==> config.mk <==
export PLATFORM = sky130hd
export DESIGN_NAME = ceas_counter
export DESIGN_NICKNAME = d
export VERILOG_FILES = /design/src/rtl/ceas_pkg.sv /design/src/rtl/ceas_prescaler.sv /design/src/rtl/ceas_counter.sv
export SDC_FILE = /design/constraint.sdc
export NUM_CORES = 1
export LEC_CHECK = 0
export ABC_AREA = 1
export BUFFER_PORTS_ARGS = -buffer_cell sky130_fd_sc_hd__buf_2
export CAP_MARGIN = 20
export CORE_UTILIZATION = 31
export CTS_CLUSTER_SIZE = 24
export DETAILED_ROUTE_END_ITERATION = 10
export GPL_ROUTABILITY_DRIVEN = 0
export MAX_ROUTING_LAYER = met4
export PLACE_DENSITY = 0.49
export SETUP_SLACK_MARGIN = 0.02
export SYNTH_ARGS = -nofsm -noshare
export SYNTH_HDL_FRONTEND = slang
export SYNTH_SLANG_ARGS = --single-unit
==> constraint.sdc <==
create_clock -name clock -period 1.9 [get_ports clock]
set_clock_uncertainty 0.15 [all_clocks]
set_input_delay 0.285 -clock clock [delete_from_list [all_inputs] [get_ports clock]]
set_output_delay 0.285 -clock clock [all_outputs]
set_load 0.01 [all_outputs]
==> src/rtl/ceas_pkg.sv <==
// Shared widths, wrap limits and the time record for the time-of-day counter.
package ceas_pkg;

  localparam int unsigned SEC_W = 6;
  localparam int unsigned MIN_W = 6;
  localparam int unsigned ORA_W = 5;

  localparam logic [SEC_W-1:0] SEC_MAX = 6'd59;
  localparam logic [MIN_W-1:0] MIN_MAX = 6'd59;
  localparam logic [ORA_W-1:0] ORA_MAX = 5'd23;

  typedef struct packed {
    logic [ORA_W-1:0] ora;
    logic [MIN_W-1:0] min;
    logic [SEC_W-1:0] sec;
  } ceas_time_t;

  // Returns {carry, next}; any value at or above the limit wraps to 0.
  function automatic logic [6:0] inc_wrap6(input logic [5:0] v, input logic [5:0] lim);
    if (v >= lim) begin
      return {1'b1, 6'd0};
    end
    return {1'b0, v + 6'd1};
  endfunction

endpackage

==> src/rtl/ceas_prescaler.sv <==
// Divides the system clock into a one-cycle tick every PRESCALE enabled cycles.
module ceas_prescaler #(
  parameter int unsigned PRESCALE = 50_000_000
) (
  input  logic clock,
  input  logic reset,
  input  logic run,
  input  logic clear,
  output logic tick
);

  localparam int unsigned CW = (PRESCALE > 2) ? $clog2(PRESCALE) : 1;
  localparam logic [CW-1:0] LAST = CW'(PRESCALE - 1);

  logic [CW-1:0] cnt_q;
  logic [CW-1:0] cnt_d;

  always_comb begin
    cnt_d = cnt_q;
    if (clear) begin
      cnt_d = '0;
    end else if (run) begin
      cnt_d = (cnt_q == LAST) ? '0 : cnt_q + 1'b1;
    end
  end

  always_ff @(posedge clock or negedge reset) begin
    if (!reset) begin
      cnt_q <= '0;
    end else begin
      cnt_q <= cnt_d;
    end
  end

  // Gated by run so a pause in the last cycle holds the tick until resume.
  assign tick = run && (cnt_q == LAST);

endmodule

==> src/rtl/ceas_counter.sv <==
// Time-of-day counter (hh:mm:ss, 24 h) with load strobe and minute pulse.
// Optional load range check enabled by defining CEAS_LOAD_CHECK_EN.
module ceas_counter
  import ceas_pkg::*;
#(
  parameter int unsigned PRESCALE = 50_000_000
) (
  input  logic             clock,
  input  logic             reset,
  input  logic             run,
  input  logic             load,
  input  logic [MIN_W-1:0] minute_setare,
  input  logic [ORA_W-1:0] ore_setare,
  output logic [SEC_W-1:0] secunde_counter,
  output logic [MIN_W-1:0] minute_counter,
  output logic [ORA_W-1:0] ore_counter,
  output logic             minute_pulse,
  output logic             load_err
);

  logic       tick;
  logic       load_ok;
  ceas_time_t time_q;
  ceas_time_t time_d;
  logic       pulse_q;
  logic       pulse_d;
  logic [6:0] sec_inc;
  logic [6:0] min_inc;

`ifdef CEAS_LOAD_CHECK_EN
  logic load_err_q;

  assign load_ok = load && (minute_setare <= MIN_MAX) && (ore_setare <= ORA_MAX);

  always_ff @(posedge clock or negedge reset) begin
    if (!reset) begin
      load_err_q <= 1'b0;
    end else begin
      load_err_q <= load && !load_ok;
    end
  end

  assign load_err = load_err_q;
`else
  assign load_ok  = load;
  assign load_err = 1'b0;
`endif

  // A rejected load must leave the prescaler phase untouched, so clear follows load_ok.
  ceas_prescaler #(
    .PRESCALE (PRESCALE)
  ) u_prescaler (
    .clock (clock),
    .reset (reset),
    .run   (run),
    .clear (load_ok),
    .tick  (tick)
  );

  always_comb begin
    sec_inc = inc_wrap6(time_q.sec, SEC_MAX);
    min_inc = inc_wrap6(time_q.min, MIN_MAX);
    time_d  = time_q;
    pulse_d = 1'b0;
    if (load_ok) begin
      time_d.ora = ore_setare;
      time_d.min = minute_setare;
      time_d.sec = '0;
    end else if (tick) begin
      time_d.sec = sec_inc[5:0];
      if (sec_inc[6]) begin
        pulse_d    = 1'b1;
        time_d.min = min_inc[5:0];
        if (min_inc[6]) begin
          time_d.ora = (time_q.ora >= ORA_MAX) ? '0 : time_q.ora + 1'b1;
        end
      end
    end
  end

  always_ff @(posedge clock or negedge reset) begin
    if (!reset) begin
      time_q  <= '0;
      pulse_q <= 1'b0;
    end else begin
      time_q  <= time_d;
      pulse_q <= pulse_d;
    end
  end

  assign secunde_counter = time_q.sec;
  assign minute_counter  = time_q.min;
  assign ore_counter     = time_q.ora;
  assign minute_pulse    = pulse_q;

endmodule

Word-level counts from Yosys, hierarchy flattened
Cells that the tools add are included.

Div/mod/pow operators: 0. Mux-type cells: 17. Shift-type cells: 0. Equal/unequal tests: 1. Multipliers: 0. Reductions and logical operators: 7. $add $sub $neg: 4. Bitwise logic cells: 0. Magnitude comparators: 3.

Operator list (number): 2-to-1 mux 26 bit (3); 2-to-1 mux 17 bit (2); 2-to-1 mux 7 bit (4); adder 26 x 1 -> 26 bit, second input constant (1); == test 26 bit, second input constant (1); adder 6 x 1 -> 6 bit, second input constant (2); greater-or-equal comparator 6 bit, second input constant (2); 2-to-1 mux 11 bit (1); 2-to-1 mux 5 bit (2); nonzero test 2 bit (4); adder 5 x 1 -> 5 bit, second input constant (1); greater-or-equal comparator 5 bit, second input constant (1); 2-to-1 mux 1 bit (5); AND reduction 3 bit (1); AND reduction 2 bit (1); logical AND 1 bit (1).

Latch bits: 0. Memory bits (writable): 0. Bits in read-only memories: 0. Word-level logic and storage cells: 37. Memories: 0. Output and inout bits: 19. Bits in registers: 44. Input port bits: 15.

Logic depth before layout (Yosys ltp)
Gate-level depths: netlist of the first run.

Word-level depth: 7. Mapped depth: 10.

By module
From an unflattened synthesis of the first run, not the netlist that was laid out.

Cell total of the unflattened synthesis: 387. Area total of the unflattened synthesis: 2778.9 µm².

Modules (own cells, without submodules): ceas_prescaler (times used 1, cells each 246, area each 1687.9 µm²); ceas_counter (times used 1, cells each 141, area each 1091.0 µm²).

Least setup slack after synthesis of the first run
Ideal clock, no wire load.

Path type: register to register. From: register time_q, in the netlist secunde_counter[0]. To: register time_q, in the netlist minute_counter[0]. Period minus slack after synthesis: 1.763 ns. Required time: 1.685 ns. Cell stages (with the launch flop): 9. Arrival time: 1.549 ns. Setup slack: 0.137 ns. Cell sequence: dfrtp_1 -> ha_1 -> inv_1 -> a21oi_1 -> nor2_1 -> inv_2 -> nand3_1 -> nand2_1 -> nand2_1.

Cells in the longest elaborated chain, start to end: 5.

Ends and longest elaborated chain: from (decl) (RTL line ceas_counter.sv:23) `ceas_time_t time_q;`; from (signal assigned) (RTL line ceas_counter.sv:86) `time_q <= time_d;`; greater-or-equal comparator 6 bit (RTL line ceas_pkg.sv:20) `if (v >= lim) begin`; 2-to-1 mux 1 bit (RTL line ceas_pkg.sv:20); 2-to-1 mux 7 bit (RTL line ceas_pkg.sv:23) `return {1'b0, v + 6'd1};`; nonzero test 2 bit (no line); AND reduction 2 bit (no line).

No other way between the ends. A chain may end at the register's enable or synchronous reset.

Final worst setup path of the first run
From: register u_prescaler.cnt_q[1]. To: register time_q, in the netlist minute_counter[3].

Cells in the longest elaborated chain, start to end: 4.

Ends and longest elaborated chain: from (decl) (RTL line ceas_prescaler.sv:15) `logic [CW-1:0] cnt_q;`; from (signal assigned) (RTL line ceas_prescaler.sv:31) `cnt_q <= cnt_d;`; == test 26 bit (RTL line ceas_prescaler.sv:36) `assign tick = run && (cnt_q == LAST);`; logical AND 1 bit (RTL line ceas_prescaler.sv:36); nonzero test 2 bit (no line); AND reduction 2 bit (no line).

No other way between the ends.

==> results of run 1 <==
-- path summary, 6_finish.rpt --
check | start | to | slack (ns) | depth (start not counted)
worst max-delay path | u_prescaler.cnt_q[1]$_DFFE_PN0P_ | minute_counter[3]$_DFFE_PN0P_ | 0.09 | 10
worst min-delay path | minute_setare[5] | minute_counter[5]$_DFFE_PN0P_ | 0.16 | 5
worst max register to register | u_prescaler.cnt_q[1]$_DFFE_PN0P_ | minute_counter[3]$_DFFE_PN0P_ | 0.09 | 10
worst min register to register | minute_counter[5]$_DFFE_PN0P_ | minute_counter[5]$_DFFE_PN0P_ | 0.39 | 2
max in group asynchronous | reset | minute_counter[1]$_DFFE_PN0P_ | 0.73 | 3
min in group asynchronous | reset | u_prescaler.cnt_q[19]$_DFFE_PN0P_ | 0.35 | 2
-- placed cells by master, fill, tap and decap left out, types with 3 or more instances in the layout --
cell	Yosys	final
sky130_fd_sc_hd__nand3_1	45	41
sky130_fd_sc_hd__o21ai_0	13	11
sky130_fd_sc_hd__nand3b_1	3	3
sky130_fd_sc_hd__nand2_2	2	7
sky130_fd_sc_hd__nor2_4	3	4
sky130_fd_sc_hd__nor2_1	62	56
sky130_fd_sc_hd__xnor2_1	4	4
sky130_fd_sc_hd__nor2_2	5	10
sky130_fd_sc_hd__buf_4	2	23
sky130_fd_sc_hd__nand4_1	13	13
sky130_fd_sc_hd__inv_1	35	35
sky130_fd_sc_hd__nand2_1	145	139
sky130_fd_sc_hd__a21oi_1	4	4
sky130_fd_sc_hd__xor2_1	9	9
sky130_fd_sc_hd__nand3_2	4	8
sky130_fd_sc_hd__nor3_1	10	9
sky130_fd_sc_hd__buf_2	5	32
sky130_fd_sc_hd__clkbuf_8	0	5
sky130_fd_sc_hd__ha_1	4	3
sky130_fd_sc_hd__dfrtp_1	44	42
-- cells by family after synthesis --
logic type	share of synthesized area, %
fa+ha+maj	1.737
simple gates	44.85
other cells	0.1301
buf+inv	7.382
compound gates	3.734
flops	38.21
xor+xnor	3.951
-- power by group --
| part | switching [W] | internal, W | leakage (nW) |
|---|---|---|---|
| sequential | 0.0000945 | 0.00101 | 0.590 |
| clock | 0.000353 | 0.000396 | 0.0583 |
| combinational | 0.000308 | 0.000238 | 1.10 |
| total | 0.000755 | 0.00165 | 1.74 |
-- per-layer routing --
metal  wire length [µm]  up-vias
met4                 72        0
met3                261        6
li1                   -     1467
met1               4084     1289
met2               3415       50
met5                  0        -
-- metrics by stage --
| stage | total power (W) | utilization (%) | std cells | area [µm²] |
|---|---|---|---|---|
| 6_report | 0.002401 | 40.63 | 591 | 3595 |
| 4_1_cts | 0.002385 | 38.57 | 583 | 3413 |
| 2_1_floorplan | 0.001414 | - | 425 | 2882 |
| 3_3_place_gp | 0.001628 | 37.09 | 574 | 3282 |
| 5_1_grt | 0.002533 | 40.63 | 591 | 3595 |
| 3_5_place_dp | 0.001632 | 37.09 | 574 | 3282 |
-- tightest hold or removal path: stages --
cell                      delay (ns)
sky130_fd_sc_hd__buf_2          0.08
sky130_fd_sc_hd__nand2_1        0.04
sky130_fd_sc_hd__nand2_1        0.06
sky130_fd_sc_hd__nand3_1        0.07
sky130_fd_sc_hd__nand2_1        0.05
-- registers in the layout, indices dropped and copies added, names as in the netlist --
name / count
minute_counter: 6
minute_pulse: 1
ore_counter: 5
secunde_counter: 6
u_prescaler.cnt_q: 26
-- area by class of cell --
cell class / count / area (µm²)
inverters: 38 / 142.6
clock inverters: 3 / 47.55
fillers: 905 / 5254
repair buffers: 61 / 447.9
multi-input cells: 332 / 1649
well taps: 108 / 135.1
flip-flops and latches: 44 / 1104
clock buffers: 5 / 68.82
-- repair_timing --
item,in CTS,in global routing
gates cloned,0,2
hold buffers,1,0
buffers inserted,0,6
endpoints found under the hold margin,23,0
endpoints found under the setup margin,6,35
pin swaps,0,9
resized for setup,1,27
==> metrics, run 1 <==
transition at the pin with the smallest max-transition slack=0.5709 ns; num ports=34; yosys warns=0; final critical delay including setup and external delays=1.809 ns; unrepaired setup endpoints after global routing=true; height of the die=98.41 µm; All-Layer GR Usage=16.75%; GR met3 Demand/Resource=between 1.5 and 2%; post-route worst hold slack=0.1571 ns; most used standard cell by instance count after synthesis=sky130_fd_sc_hd__nand2_1; Final Worst Setup Slack=between 0.09 and 0.1 ns; Max Fclk=0.5527 GHz; initial core utilization=32.57%; share of cells above drive strength 1=21.95%; Synth area leader=sky130_fd_sc_hd__dfrtp_1; mean routed wirelength per cell=13.25 µm; ordered list of cells on the worst path=ha_4, nand2_4, nor2_4, nand3_2, nor2_4, nand3_2, nand2_4, buf_8, nand3_1, nand2_1; count of mapped cells out of synthesis=425; Crit path required time=a little under 2 ns; wire length of the first global-routing pass=roughly 13000 µm; number of port buffers=32; final total negative setup slack=0 ns; max-cap check violation count=0; outcome=finished clean; DRC violation count after routing=0; cell types with the highest counts after synthesis=sky130_fd_sc_hd__nand2_1 (145), sky130_fd_sc_hd__nor2_1 (62), sky130_fd_sc_hd__nand3_1 (45), sky130_fd_sc_hd__dfrtp_1 (44), sky130_fd_sc_hd__inv_1 (35); area share of the largest cell type after synthesis=about two fifths; Total Nets Final=501; final global-route overflow total=0; met1 usage in global routing=23.71%; Setup violations, final=0; data arrival time of the critical path=1.90 ns; clock tree from TritonCTS=yes; cell with the largest stage delay on the worst path=sky130_fd_sc_hd__dfrtp_1; Static Leak=roughly 1.7 nW; number of iterations in the first detailed-routing pass=6; startpoint class of the critical path=register; post-placement setup slack=0.01089 ns; clock-pin transition on the worst setup and hold timing paths=around 0.090 ns; number of global-route vias before repair=2566; row count=34; Clk Tree Root Cell=sky130_fd_sc_hd__clkbuf_8; initial antenna violation count=0; pin count of the biggest net entering global routing=25; share of flip-flops with an asynchronous set or reset after synthesis=between 90% and 100%; number of distinct standard cells referenced by the synthesized netlist=28; Area Overhead vs Synth=24.75%; period utilization=between 90 and 100%; post-synthesis average cell area=6.780 µm²; worst min path class=in2reg; CTS H-tree lvls=2; power density normalized to cell area=668.0 nW/µm²; antenna cells=0; Max FO, Critical Path=8; category of the worst setup path capture point=register; total clock buffers created by CTS=5; final hold violation count=0; proportion of synthesized chip area in sequential cells=38.21%; routed via count=2812; worst path buffer plus inverter count=1; number of nets produced by synthesis=444; Global Route met2 Usage=25.62%; initial detailed-routing violation count=approximately 150; count of flip-flops with a built-in enable after synthesis=0; Worst Setup Path Type=reg2reg; Final HPWL DP=5809 µm; Slew Viols, Final=0; Synth Cell Area=2882 µm²; Core Area=8848 µm²; count of nets left with antenna violations after detail routing=0; dominant register cell in the synthesized netlist=sky130_fd_sc_hd__dfrtp_1; worst-skew pair later-pin latency=0.30 ns; layer carrying the most global-route usage=met2; largest cells by area after synthesis=sky130_fd_sc_hd__dfrtp_1 (38%), sky130_fd_sc_hd__nand2_1 (19%), sky130_fd_sc_hd__nor2_1 (8.1%), sky130_fd_sc_hd__nand3_1 (7.8%), sky130_fd_sc_hd__inv_1 (4.6%); Max-slew headroom=61.94%; flops & latches, synth=44; total detailed-routing wirelength=7833 µm; clock sinks=44; Max clock buf depth=2; cell family contributing the most delay on the critical path=simple AND/OR/NAND/NOR gates; area of the die=9685 µm²; VDD IR-drop max=0.0002979 V; average via count per standard cell=4.758; largest incremental delay on the critical path=0.41 ns; die outline width=98.41 µm
(Power assumes the default switching activity.)
==> inputs of run 2 (changes only) <==
--- a/config.mk
+++ b/config.mk
@@ -6,14 +6,14 @@
 export NUM_CORES = 1
 export LEC_CHECK = 0
 export ABC_AREA = 1
-export BUFFER_PORTS_ARGS = -buffer_cell sky130_fd_sc_hd__buf_2
 export CAP_MARGIN = 20
 export CORE_UTILIZATION = 31
 export CTS_CLUSTER_SIZE = 24
 export DETAILED_ROUTE_END_ITERATION = 10
+export DONT_BUFFER_PORTS = 1
 export GPL_ROUTABILITY_DRIVEN = 0
 export MAX_ROUTING_LAYER = met4
-export PLACE_DENSITY = 0.49
+export PLACE_DENSITY = 0.46
 export SETUP_SLACK_MARGIN = 0.02
 export SYNTH_ARGS = -nofsm -noshare
 export SYNTH_HDL_FRONTEND = slang
==> run 2 against run 1 <==
The flow now finishes with violations (negative hold slack). Die area unchanged. Final cell count fell by 4.7%. Hold slack got worse by 0.19 ns. Clock power up 16%.
==> metrics, run 2 (same netlist as run 1, synthesis figures left out) <==
outcome=finished, violations left; violations in the final reports=negative hold slack; Final HPWL DP=5725 µm (-1.4%); final critical delay including setup and external delays=1.796 ns (-0.01286 ns); num ports=34 (unchanged); die outline width=98.41 µm (unchanged); final global-route overflow total=0 (unchanged); most flop-heavy register=u_prescaler.cnt_q; pin count of the biggest net entering global routing=45 (+80%); Clk Tree Root Cell=sky130_fd_sc_hd__clkbuf_8; initial core utilization=32.57% (unchanged); number of port buffers=0 (-100%); area of the die=9685 µm² (unchanged); Met3 Routed Length=250 µm (-4.2%); leading cell types in the layout, fill and taps excluded=sky130_fd_sc_hd__nand2_1 (142), sky130_fd_sc_hd__nor2_1 (57), sky130_fd_sc_hd__dfrtp_1 (44); number of global-route vias before repair=2689 (+4.8%); final hold violation count=2 (+2); switching fraction of total power=29.45% (-2.0 points); Worst Setup Path Type=reg2reg; clock tree from TritonCTS=yes; net switching component of the power=0.0007252 W (-4.0%); average via count per standard cell=4.835 (+1.6%); startpoint class of the critical path=register; wire length of the first global-routing pass=13210 µm (+4.5%); Area Overhead vs Synth=20.41%; total detailed-routing wirelength=8008 µm (+2.2%); clock-pin transition on the worst setup and hold timing paths=0.09 ns (about the same); data arrival time of the critical path=1.90 ns (about the same); worst min path class=in2reg; largest incremental delay on the critical path=0.39 ns (-0.02 ns); Total Nets Final=474 (-5.4%); share of power burned in registers=44.9% (-1.1 points); most common library cell in the layout ignoring fill and taps=sky130_fd_sc_hd__nand2_1; power density normalized to cell area=709.8 nW/µm² (+6.3%); share of cells above drive strength 1=14.95% (-7.0 points); combinational cell fraction of total power=19.9% (-2.9 points); routed via count=2722 (-3.2%); routed metal-1 wirelength=3977 µm (-2.6%); DRC violation count after routing=0 (unchanged); row count=34 (unchanged); Max clock buf depth=2 (unchanged); ordered list of cells on the worst path=ha_2, nand2_2, nor2_4, nand3_2, nor2_2, nand3_2, nand2_4, buf_6, nand3_1, nand2_1; initial detailed-routing violation count=141 (-2.8%); cell occurring most often along the worst timing path=sky130_fd_sc_hd__nand3_2; final total negative setup slack=0 ns (unchanged); DR WL met2=3671 µm (+7.5%); total clock buffers created by CTS=5 (unchanged); Slew Viols, Final=0 (unchanged); number of flip-flops in the largest register=26 (unchanged); worst-skew pair later-pin latency=0.31 ns (about the same); Setup violations, final=0 (unchanged); Static Leak=1.623 nW (-6.9%); VDD IR-drop max=0.0003038 V (+2.0%); top routing layer in use=met4; height of the die=98.41 µm (unchanged); Final Total Pwr=0.002463 W (+2.6%); count of nets left with antenna violations after detail routing=0 (unchanged); clock sinks=44 (unchanged); cell with the largest stage delay on the worst path=sky130_fd_sc_hd__dfrtp_1; period utilization=94.54% (-0.68 points); post-route worst hold slack=-0.03031 ns (-0.1874 ns); CTS H-tree lvls=2 (unchanged); initial antenna violation count=0 (unchanged); mean routed wirelength per cell=14.22 µm (+7.3%); number of iterations in the first detailed-routing pass=4 (-2); category of the worst setup path capture point=register; unrepaired setup endpoints after global routing=true; number of filler cells placed in the layout=950 (+5.0%); Power Internal=0.001737 W (+5.6%); share of power burned in the clock network=35.2% (+4.0 points); number of hold-repair buffers added at the cts stage=3 (+2); Core Area=8848 µm² (unchanged); All-Layer GR Usage=17.88% (+1.1 points); max-cap check violation count=0 (unchanged); antenna cells=0 (unchanged); Max FO, Critical Path=9 (+1); Max Fclk=0.5567 GHz (+0.72%); Crit path required time=2.00 ns (about the same)
## run 2: changes by cell type in the layout (fill, tap and decap cells not counted), sizes merged
cell,previous run,this run
buf,58,30
bufinv,1,2
clkinv,3,1
dlygate4sd3,1,2
## run 2: worst paths after layout
path / startpoint / endpoint / slack, ns / depth (start not counted)
max in group asynchronous: reset / u_prescaler.cnt_q[2]$_DFFE_PN0P_ / 1.04 / 2
min: load / u_prescaler.cnt_q[10]$_DFFE_PN0P_ / -0.03 / 3
min reg2reg: u_prescaler.cnt_q[21]$_DFFE_PN0P_ / u_prescaler.cnt_q[21]$_DFFE_PN0P_ / 0.40 / 2
min in group asynchronous: reset / secunde_counter[2]$_DFFE_PN0P_ / 0.35 / 2
max: u_prescaler.cnt_q[1]$_DFFE_PN0P_ / minute_counter[0]$_DFFE_PN0P_ / 0.10 / 10
max reg2reg: u_prescaler.cnt_q[1]$_DFFE_PN0P_ / minute_counter[0]$_DFFE_PN0P_ / 0.10 / 10
## run 2: layout make-up
cell class / count / area, µm² / share of cell area [%]
Clock buffer: 5 / 68.82 / 1.983
Clock inverter: 2 / 60.06 / 1.731
Inverter: 38 / 142.6 / 4.111
Multi-Input combinational cell: 332 / 1630 / 46.99
Sequential cell: 44 / 1101 / 31.73
Tap cell: 108 / 135.1 / 3.895
Timing Repair Buffer: 34 / 331.6 / 9.556
## run 2: layer usage
layer | GRT usage [%] | up-vias
li1 | - | 1415
met1 | 24.16 | 1248
met2 | 28.06 | 49
met3 | 2.766 | 10
met4 | 4.592 | 0
met5 | - | -
## run 2: power groups by stage
stage / logic, W / clock network (W) / registers [W]
floorplan: 0.000272 / 0 / 0.00114
global placement: 0.000432 / 0 / 0.00113
detailed placement: 0.000433 / 0 / 0.00113
CTS: 0.000469 / 0.000895 / 0.00111
global route: 0.000561 / 0.000928 / 0.00112
finish: 0.000490 / 0.000868 / 0.00111
## run 2: through the flow
stage	std cells	util, %	hold slack [ns]	instance area [µm²]	worst slack (ns)
after CTS	557	37.61	-0.04193	3328	0.01745
after floorplan	425	-	-0.1606	2882	0.1365
after detailed placement	547	35.56	-0.1586	3147	0.005290
final	563	39.21	-0.03031	3470	0.1037
after global placement	547	35.56	-0.1585	3147	0.04632
after global routing	563	39.21	-0.03573	3470	-0.01032
## run 2: what timing repair did
item                                   4_1_cts  5_1_grt
gates cloned                                 0        2
pin swaps                                    0        5
endpoints found under the hold margin       51        1
setup endpoints to repair                    6       35
setup buffers                                0        4
gates resized for setup                      1       17
## run 2: critical path: cells and delay by family, from the launching register on
| kind | cells | cell delay [ns] |
|---|---|---|
| buf+inv | 1 | 0.16 |
| simple gates | 8 | 0.82 |
| flops | 1 | 0.39 |
| fa+ha+maj | 1 | 0.21 |
